===== src/rtl/ahb_to_isram_bridge.sv =====
// Zero-wait-state AHB-Lite slave in front of a byte-lane synchronous SRAM.
// Write data that collides with a read address phase is parked in a one-entry buffer.
module ahb_to_isram_bridge #(
  parameter int AW = 16
) (
  input  logic          CLK,
  input  logic          RST,
  input  logic          HSEL,
  input  logic          HREADY,
  input  logic [1:0]    HTRANS,
  input  logic [2:0]    HSIZE,
  input  logic          HWRITE,
  input  logic [AW+1:0] HADDR,
  input  logic [31:0]   HWDATA,
  output logic          HREADYOUT,
  output logic          HRESP,
  output logic [31:0]   HRDATA,
  input  logic [31:0]   SRAMRDATA,
  output logic [AW-1:0] SRAMADDR,
  output logic [31:0]   SRAMWDATA,
  output logic [3:0]    SRAMWEN,
  output logic          SRAMCS
);

  logic          req;
  logic          rd_req;
  logic          wr_req;
  logic [3:0]    req_mask;
  logic [AW-1:0] req_addr;

  logic          wr_dp_q, wr_dp_d;
  logic          rd_dp_q, rd_dp_d;
  logic [AW-1:0] ap_addr_q, ap_addr_d;
  logic [3:0]    ap_mask_q, ap_mask_d;
  logic [AW-1:0] rd_addr_q, rd_addr_d;
  logic          buf_pend_q, buf_pend_d;
  logic [AW-1:0] buf_addr_q, buf_addr_d;
  logic [3:0]    buf_mask_q, buf_mask_d;
  logic [31:0]   buf_data_q, buf_data_d;

  logic          cs;
  logic [3:0]    wen;
  logic [AW-1:0] addr;
  logic [31:0]   wdata;
  logic          commit;
  logic          buf_load;
  logic          buf_hit;
  logic [31:0]   rdata_mrg;
  logic          unused_htrans;

  assign req      = HSEL & HREADY & HTRANS[1];
  assign rd_req   = req & ~HWRITE;
  assign wr_req   = req & HWRITE;
  assign req_addr = HADDR[AW+1:2];

  assign unused_htrans = HTRANS[0];

  always_comb begin
    unique case (HSIZE)
      3'd0:    req_mask = 4'b0001 << HADDR[1:0];
      3'd1:    req_mask = HADDR[1] ? 4'b1100 : 4'b0011;
      default: req_mask = 4'b1111;
    endcase
  end

  // Port owner: read address phase, then direct write, then buffer commit.
  always_comb begin
    cs       = 1'b0;
    wen      = 4'b0000;
    addr     = req_addr;
    wdata    = HWDATA;
    commit   = 1'b0;
    buf_load = 1'b0;
    if (rd_req) begin
      cs       = 1'b1;
      buf_load = wr_dp_q;
    end else if (wr_dp_q) begin
      cs   = 1'b1;
      addr = ap_addr_q;
      wen  = ap_mask_q;
    end else if (buf_pend_q) begin
      cs     = 1'b1;
      addr   = buf_addr_q;
      wen    = buf_mask_q;
      wdata  = buf_data_q;
      commit = 1'b1;
    end
  end

  always_comb begin
    wr_dp_d    = wr_req;
    rd_dp_d    = rd_req;
    ap_addr_d  = wr_req ? req_addr : ap_addr_q;
    ap_mask_d  = wr_req ? req_mask : ap_mask_q;
    rd_addr_d  = rd_req ? req_addr : rd_addr_q;
    buf_pend_d = buf_pend_q;
    buf_addr_d = buf_addr_q;
    buf_mask_d = buf_mask_q;
    buf_data_d = buf_data_q;
    if (buf_load) begin
      buf_pend_d = 1'b1;
      buf_addr_d = ap_addr_q;
      buf_mask_d = ap_mask_q;
      buf_data_d = HWDATA;
    end else if (commit) begin
      buf_pend_d = 1'b0;
    end
  end

  // Buffer stays visible to reads through its own commit cycle.
  always_comb begin
    rdata_mrg = SRAMRDATA;
    buf_hit   = buf_pend_q & (rd_addr_q == buf_addr_q);
    for (int i = 0; i < 4; i++) begin
      if (buf_hit & buf_mask_q[i]) begin
        rdata_mrg[8*i +: 8] = buf_data_q[8*i +: 8];
      end
    end
  end

  always_ff @(posedge CLK) begin
    if (RST) begin
      wr_dp_q    <= 1'b0;
      rd_dp_q    <= 1'b0;
      buf_pend_q <= 1'b0;
    end else begin
      wr_dp_q    <= wr_dp_d;
      rd_dp_q    <= rd_dp_d;
      buf_pend_q <= buf_pend_d;
    end
  end

  always_ff @(posedge CLK) begin
    ap_addr_q  <= ap_addr_d;
    ap_mask_q  <= ap_mask_d;
    rd_addr_q  <= rd_addr_d;
    buf_addr_q <= buf_addr_d;
    buf_mask_q <= buf_mask_d;
    buf_data_q <= buf_data_d;
  end

  always_ff @(posedge CLK) begin
    if (!RST) begin
      assert (!(wr_dp_q && buf_pend_q && !rd_req));
    end
  end

  assign HREADYOUT = 1'b1;
  assign HRESP     = 1'b0;
  assign HRDATA    = (rd_dp_q & ~RST) ? rdata_mrg : 32'h0;
  assign SRAMCS    = cs & ~RST;
  assign SRAMWEN   = RST ? 4'b0000 : wen;
  assign SRAMADDR  = addr;
  assign SRAMWDATA = wdata;

endmodule


===== config.mk =====
export PLATFORM = sky130hd
export DESIGN_NAME = ahb_to_isram_bridge
export DESIGN_NICKNAME = d
export VERILOG_FILES = /design/src/rtl/ahb_to_isram_bridge.sv
export SDC_FILE = /design/constraint.sdc
export NUM_CORES = 1
export LEC_CHECK = 0
export BUFFER_PORTS_ARGS = -buffer_cell sky130_fd_sc_hd__buf_2
export CAP_MARGIN = 10
export CORE_ASPECT_RATIO = 0.6
export CORE_MARGIN = 2
export CORE_UTILIZATION = 49
export DETAILED_ROUTE_END_ITERATION = 6
export PLACE_DENSITY = 0.8
export SLEW_MARGIN = 20
export SYNTH_ARGS = -nofsm -noshare
export SYNTH_HDL_FRONTEND = slang
export SYNTH_SLANG_ARGS = --single-unit

===== constraint.sdc =====
create_clock -name CLK -period 3.9 [get_ports CLK]
set_input_delay 0.39 -clock CLK [delete_from_list [all_inputs] [get_ports CLK]]
set_output_delay 0.39 -clock CLK [all_outputs]
set_load 0.05 [all_outputs]

==> impl_metrics.ini, run 1 <==
[cells_and_area]
final_cell_mix = buf_2 (175), edfxtp_1 (88), a21oi_1 (34)
drive_above_1_share_pct = 37.5
multiInputGateArea_um2 = 1740
fillerInstances = 745
final_common_cell = buf_2
fin_cells = 682
area_growth_syn_to_layout_pct = 26.0
ff_latch_area_um2 = 2700
finalNetCount = 639
diodes = 0

[synth]
ys_ff_latch = 91
yosys.area.top_type_share_pct = 56.3
syn_inst = 391
netlist-cell-type-count = 38
yosys.area.top_type = edfxtp_1
yosysSeqAreaShare_pct = 57.6
ys_top_cells_by_area = edfxtp_1 (56%), mux2_1 (7.7%), o31ai_1 (5.1%), nand4_1 (4.4%), a21oi_1 (3.6%)
syn_avg_cell_area_um2 = 12.0
syn_nets = 483
synth_area_um2 = 4690
ys_warn_count = 0

[timing]
slew_viol_final = 0
tightest_slew_ns = 0.693
relSlewSlack_pct = 53.8
post-route-period-util_pct = 86.2
setup_violations = 0
hold_violations = 0
finalClockSkew_ns = 0.00658
fmax_mhz = 297
fin_crit_ns = 3.36
final.setup.tns_ns = 0
rsz0062_at_grt = no

[clock_network]
cts_resized = 0
clock_latency_ns = 0.33
clkSlewWorstSetupHoldPaths_ns = 0.06
cts_buffers = 9
hold_buffers = 0
cts_tree = built
cts_sinks = 91
clk_path_buf_depth = 2
cts-root-buf = clkbuf_16
post_cts_buffers = 0
h-tree-depth = 3

[placed_design]
dp.cells = 666
gp_congestion = 0.797
place_hpwl_um = 8840
portBuffers = 175

[power]
pwr-share-seq_pct = 49.3
p_leak_nw = 2.25
p_int_w = 0.00167
p_sw_w = 0.000544
p_per_area_nw_per_um2 = 374
ir_drop_uv = 289
clkPwrFrac_pct = 38.4
power_frac_comb_pct = 12.3
switching_share_pct = 24.6

[worst_setup_path]
required_ns = 3.51
worstPathArrival_ns = 2.97
worstPathMaxFanout = 17
critical_path_class = reg2out
end_kind = primary output
critPathLaunchType = flip-flop

[route]
wl_um = 12500
drtAntennaViolNets = 0
wire_per_inst_um = 18.4
drc = 0
vias = 3972
vias_per_cell = 5.82
firstDrtPassIters = 6
dr.first_iter.drc_count = 260

[die]
dieArea_um2 = 10400
die_w_um = 130
coreArea_um2 = 9220
start_util_pct = 50.9
io_pins = 179
die-height_um = 79.8
rows = 27

[global_route]
overflow = 0
grt_max_degree = 41
antenna_found_initial = 0
grtUsageTotal_pct = 23.7
grt_pass1_wl_um = 19000
grt_pass1_vias = 3816

[hold_path]
hold_class = in2reg

[outcome]
status = complete, no violations

[flow_run]
drv_cap = 0
==> synthesized netlist by cell type <==
cell type  number
a21oi_1        34
a222oi_1        1
a22oi_1        19
a31oi_1        15
and2_1          1
and2b_1         2
and3_1          1
buf_1           1
buf_2          14
buf_4           3
buf_6           1
buf_8           3
clkbuf_1       17
clkbuf_2        1
clkinv_1        1
conb_1          2
dfxtp_1         3
edfxtp_1       88
inv_1           7
inv_2           3
mux2_1         32
nand2_1         3
nand2b_1        2
nand3_1         2
nand4_1        33
nor2_1          7
nor2b_1        15
nor3_1          7
nor3b_2         1
nor4_1          1
nor4_2          1
o21ai_0         7
o21ai_1        16
o22ai_1         1
o31ai_1        32
or4_4           1
xnor2_1         6
xor2_1          7
==> cell type report <==
class                           count  share of cell area, %
Clock inverter                      5                   1.06
Inverter                           11                  0.699
Tap cell                          130                   2.75
Multi-Input combinational cell    249                   29.5
Clock buffer                       11                   3.94
Sequential cell                    91                   45.7
Timing Repair Buffer              185                   16.3
==> path summary, 6_finish.rpt <==
check	from	endpoint	slack (ns)	depth (start not counted)
min	HWDATA[4]	buf_data_q[4]	0.25	1
max	buf_addr_q[14]	HRDATA[29]	0.54	7
max reg2reg	wr_dp_q	buf_addr_q[0]	2.20	3
min reg2reg	ap_addr_q[6]	buf_addr_q[6]	0.45	0
==> critical path: stages (launching register included) <==
cell and delay, ns:
edfxtp_1 0.41, xor2_1 0.18, nor4_1 0.44, and3_1 0.65
buf_4 0.34, nand4_1 0.13, a21oi_1 0.19, buf_2 0.30
==> state kept, by name, summed over array words and instances, names as in the netlist <==
signal / cells
buf_data_q: 32
ap_addr_q: 16
buf_addr_q: 16
rd_addr_q: 16
ap_mask_q: 4
buf_mask_q: 4
buf_pend_q: 1
rd_dp_q: 1
wr_dp_q: 1
==> per-stage QoR <==
stage                     util [%]  total power (W)  setup WS (ns)  hold WS (ns)  area (um^2)
after floorplan                  -          0.00129          0.738         0.427         4690
after global placement        60.8          0.00138          0.927         0.427         5610
after detailed placement      60.8          0.00138          0.947         0.436         5610
after CTS                     64.0          0.00223          0.566         0.234         5910
after global routing          64.1          0.00228          0.379         0.231         5910
final                         64.1          0.00221          0.539         0.247         5910
==> cell families (layout without fill, tap and decap cells) <==
group                     Yosys count  in the layout  share of synthesized area [%]
AOI/OAI and AO/OA                 125            125                           16.6
xor gates and xnor gates           13             13                           2.43
buffers and inverters              51            212                           5.60
DFF                                91             91                           57.6
muxes                              32             32                           7.68
other                               2              2                          0.160
and+or+nand+nor                    77             77                           9.92
==> power groups by stage <==
stage	logic (W)	registers, W	clock network, W
2_1_floorplan	0.000177	0.00111	0
3_3_place_gp	0.000266	0.00111	0
3_5_place_dp	0.000271	0.00111	0
4_1_cts	0.000273	0.00109	0.000867
5_1_grt	0.000288	0.00109	0.000902
6_report	0.000273	0.00109	0.000850
==> per-layer routing <==
metal,up-vias,GRT usage [%],share of wire (%)
li1,1850,-,-
met1,1894,32.2,44
met2,211,38.5,46
met3,17,5.56,8.4
met4,0,6.45,0.96
met5,-,0,0
Power figures use the tool's default switching activity.
==> run 2: changes to the inputs <==
--- a/config.mk
+++ b/config.mk
@@ -11,7 +11,7 @@
 export CORE_MARGIN = 2
 export CORE_UTILIZATION = 49
 export DETAILED_ROUTE_END_ITERATION = 6
-export PLACE_DENSITY = 0.8
+export PLACE_DENSITY = 0.89
 export SLEW_MARGIN = 20
 export SYNTH_ARGS = -nofsm -noshare
 export SYNTH_HDL_FRONTEND = slang
==> impl_metrics.ini, run 2 (synthesized netlist as in run 1, its figures left out) <==
[route]
firstDrtPassIters = 5
drc = 0
vias = 3989
wl_um = 13000
vias_per_cell = 5.82
wire_per_inst_um = 19.0
drtAntennaViolNets = 0
dr.first_iter.drc_count = 207

[cells_and_area]
ff_latch_area_um2 = 2700
final_common_cell = buf_2
largest_register = buf_data_q
largest_reg_flops = 32
area_growth_syn_to_layout_pct = 26.0
multiInputGateArea_um2 = 1740
finalNetCount = 642
utilization_pct = 64.1
drive_above_1_share_pct = 38.0
diodes = 0
finalInstanceArea_um2 = 5910
fillerInstances = 739
final_cell_mix = buf_2 (175), edfxtp_1 (88), a21oi_1 (34)

[worst_setup_path]
r2r-start = wr_dp_q
critical_path_class = reg2out
worstPathCellList = xor2_1 > nor4_1 > nand3_1 > buf_4 > o31ai_1 > a21oi_1 > buf_2
ff2ff_path_depth = 4
timing.rr.end = buf_mask_q[3]
slowest_delay_ns = 0.58
worstPathMaxFanout = 16
critical_path.top_delay_family = simple AND/OR/NAND/NOR gates
end_kind = primary output
cp.depth = 7
cp-startpoint = buf_addr_q[14]
rrSetupSlack_ns = 1.85
crit_slowest_cell = nand3_1
endpoint = HRDATA[12]
cp_num_buf_inv = 2
critPathLaunchType = flip-flop
required_ns = 3.51
worstPathArrival_ns = 2.96

[clock_network]
hold_buffers = 0
cts_sinks = 91
cts_resized = 0
h-tree-depth = 3
clk_path_buf_depth = 2
cts-root-buf = clkbuf_16
clkSlewWorstSetupHoldPaths_ns = 0.06
clock_latency_ns = 0.33
post_cts_buffers = 0
cts_tree = built
cts_buffers = 9

[die]
io_pins = 179
dieArea_um2 = 10400
rows = 27
coreArea_um2 = 9220
die-height_um = 79.8
start_util_pct = 50.9
die_w_um = 130

[timing]
slew_viol_final = 0
post-route-period-util_pct = 85.8
setup_violations = 0
final.setup.tns_ns = 0
rsz0062_at_grt = no
tightest_slew_ns = 0.671
fin_crit_ns = 3.35
worst_slack_ns = 0.552
finalClockSkew_ns = 0.00408
relSlewSlack_pct = 55.2
fmax_mhz = 299
hold_violations = 0

[hold_path]
hold_class = in2reg
hold_depth = 1

[placed_design]
place_hpwl_um = 9280
dp_slack_ns = 0.977
gp_congestion = 0.799
post_dp_cell_area_um2 = 5630
portBuffers = 175

[global_route]
grt_max_degree = 37
overflow = 0
grtUsageTotal_pct = 25.1
grt_pass1_wl_um = 19700
grt_pass1_vias = 3846
antenna_found_initial = 0

[power]
clkPwrFrac_pct = 37.0
p_leak_nw = 2.26
switching_share_pct = 26.0
pwr-share-seq_pct = 50.3
p_sw_w = 0.000562
total_power_w = 0.00216
power_frac_comb_pct = 12.6
p_per_area_nw_per_um2 = 366
ir_drop_uv = 257
p_int_w = 0.00160

[flow_run]
drv_cap = 0

[outcome]
status = complete, no violations
==> run 2: power groups by stage <==
stage,sequential [W],clock [W],combinational (W)
final,0.00109,0.000802,0.000274
after global routing,0.00109,0.000861,0.000290
after CTS,0.00109,0.000823,0.000274
after detailed placement,0.00111,0,0.000273
after global placement,0.00111,0,0.000267
after floorplan,0.00111,0,0.000177
==> run 2: cell type report <==
cell class / count / share of cell area, %
clock inverter: 7 / 0.889
sequential: 91 / 45.7
multi-input combinational: 249 / 29.4
clock buffer: 9 / 3.81
timing repair buffer: 188 / 16.7
inverter: 11 / 0.699
tap: 130 / 2.75
==> run 2: stage by stage <==
step / cells / hold slack [ns]
3_5_place_dp: 669 / 0.438
6_report: 685 / 0.240
3_3_place_gp: 669 / 0.429
5_1_grt: 685 / 0.225
4_1_cts: 685 / 0.225
2_1_floorplan: 391 / 0.427
==> run 2: worst min path at each step <==
stage	to	slack, ns	startpoint
final	buf_data_q[2]	0.24	HWDATA[2]
after global routing	buf_data_q[20]	0.22	HWDATA[20]
after CTS	buf_data_q[2]	0.23	HWDATA[2]
after detailed placement	buf_addr_q[1]	0.44	ap_addr_q[1]
after global placement	buf_addr_q[14]	0.43	ap_addr_q[14]
after floorplan	buf_addr_q[14]	0.43	ap_addr_q[14]
==> run 2: per-layer routing <==
layer	track usage, %	routed length, um	part of all wire [%]
met1	34.0	5690	44
met2	41.4	6030	46
met3	5.43	1150	8.8
met4	6.56	150	1.2
met5	0	0	0
==> run 3: changes to the inputs <==
--- a/config.mk
+++ b/config.mk
@@ -5,6 +5,7 @@
 export SDC_FILE = /design/constraint.sdc
 export NUM_CORES = 1
 export LEC_CHECK = 0
+export ABC_AREA = 0
 export BUFFER_PORTS_ARGS = -buffer_cell sky130_fd_sc_hd__buf_2
 export CAP_MARGIN = 10
 export CORE_ASPECT_RATIO = 0.6
==> constraint.sdc (replaced) <==
create_clock -name CLK -period 3.09 [get_ports CLK]
set_input_delay 0.309 -clock CLK [delete_from_list [all_inputs] [get_ports CLK]]
set_output_delay 0.309 -clock CLK [all_outputs]
set_load 0.05 [all_outputs]
==> impl_metrics.ini, run 3 (synthesized netlist as in run 1, its figures left out) <==
[outcome]
status = complete, no violations

[cells_and_area]
finalInstanceArea_um2 = 5970
diodes = 0
largest_reg_flops = 32
drive_above_1_share_pct = 37.7
fillerInstances = 726
area_growth_syn_to_layout_pct = 27.2
ff_latch_area_um2 = 2700
largest_register = buf_data_q
multiInputGateArea_um2 = 1760
final_cell_mix = buf_2 (175), edfxtp_1 (88), a21oi_1 (34)
finalNetCount = 641
utilization_pct = 64.7
final_common_cell = buf_2

[worst_setup_path]
worstPathCellList = xnor2_1 > nand4_1 > or4_4 > o31ai_1 > a21oi_1 > buf_2
cp_num_buf_inv = 1
worstPathMaxFanout = 32
ff2ff_path_depth = 3
slowest_delay_ns = 0.68
end_kind = primary output
worstPathArrival_ns = 2.61
critical_path.top_delay_family = simple AND/OR/NAND/NOR gates
critPathLaunchType = flip-flop
crit_slowest_cell = or4_4
critical_path_class = reg2out
cp.depth = 6
required_ns = 2.78

[clock_network]
cts_sinks = 91
clkSlewWorstSetupHoldPaths_ns = 0.06
cts_buffers = 9
h-tree-depth = 3
clk_path_buf_depth = 2
cts_tree = built
cts-root-buf = clkbuf_16
clock_latency_ns = 0.34
hold_buffers = 0

[placed_design]
post_dp_cell_area_um2 = 5640
gp_congestion = 0.800
place_hpwl_um = 9310
portBuffers = 175

[die]
dieArea_um2 = 10400
start_util_pct = 50.9
die_w_um = 130
die-height_um = 79.8
io_pins = 179
coreArea_um2 = 9220
rows = 27

[route]
dr.first_iter.drc_count = 238
wire_per_inst_um = 19.2
wl_um = 13100
drtAntennaViolNets = 0
wl_met3_um = 1150
firstDrtPassIters = 5
top_layer_used = met4
vias = 4023
met2WireLength_um = 6200
vias_per_cell = 5.88
wl_met1_um = 5710
drc = 0

[global_route]
grt_pass1_vias = 3863
grt_max_degree = 41
grt_pass1_wl_um = 19500
grtUsageTotal_pct = 25.1
overflow = 0
antenna_found_initial = 0

[timing]
fmax_mhz = 343
tightest_slew_ns = 0.701
hold_violations = 0
final.setup.tns_ns = 0
fin_crit_ns = 2.92
relSlewSlack_pct = 53.3
rsz0062_at_grt = no
slew_viol_final = 0
finalClockSkew_ns = 0.00485
setup_violations = 0
post-route-period-util_pct = 94.4

[flow_run]
drv_cap = 0

[hold_path]
hold_class = in2reg
hold_depth = 1

[power]
ir_drop_uv = 302
total_power_w = 0.00287
p_per_area_nw_per_um2 = 480
p_leak_nw = 2.27
## run 3: cell count changes in the layout (fill, tap and decap cells not counted), sizes merged
cell,change
inv,-1
clkbuf,+1
bufinv,+2
buf,-1
clkinv,-2
## run 3: metrics by stage
stage	hold WS (ns)	cells	worst slack, ns
3_3_place_gp	0.428	668	0.425
5_1_grt	0.144	684	0.00236
6_report	0.158	684	0.173
2_1_floorplan	0.408	391	0.00868
3_5_place_dp	0.435	668	0.370
4_1_cts	0.147	684	0.103
## run 3: final timing paths
path	slack, ns	endpoint	from
max	0.17	HRDATA[12]	buf_addr_q[7]
min	0.16	buf_data_q[2]	HWDATA[2]
min reg2reg	0.45	buf_addr_q[14]	ap_addr_q[14]
max reg2reg	1.29	buf_data_q[11]	wr_dp_q
## run 3: repair_timing
action,in CTS,in global routing
hold endpoints to repair,0,0
buffers inserted,0,0
resized for setup,1,2
setup endpoints to repair,1,2
## run 3: area by class of cell
class	count	share of cell area, %
Sequential cell	91	45.3
Clock inverter	6	1.34
Tap cell	130	2.73
Inverter	11	0.692
Multi-Input combinational cell	249	29.5
Timing Repair Buffer	187	16.6
Clock buffer	10	3.84
## run 3: power by group
part / leakage, nW / internal [W] / switching, W / total [W]
Clock: 0.148 / 0.000702 / 0.000440 / 0.00114
Sequential: 0.832 / 0.00137 / 0.00000843 / 0.00138
Combinational: 1.30 / 0.000108 / 0.000240 / 0.000348
Total: 2.27 / 0.00218 / 0.000689 / 0.00287
## run 3: metal layers
layer | vias to the layer above | global-route usage (%)
met1 | 1934 | 33.5
met2 | 225 | 41.2
li1 | 1853 | -
met3 | 11 | 6.97
met4 | 0 | 5.70
met5 | - | 0
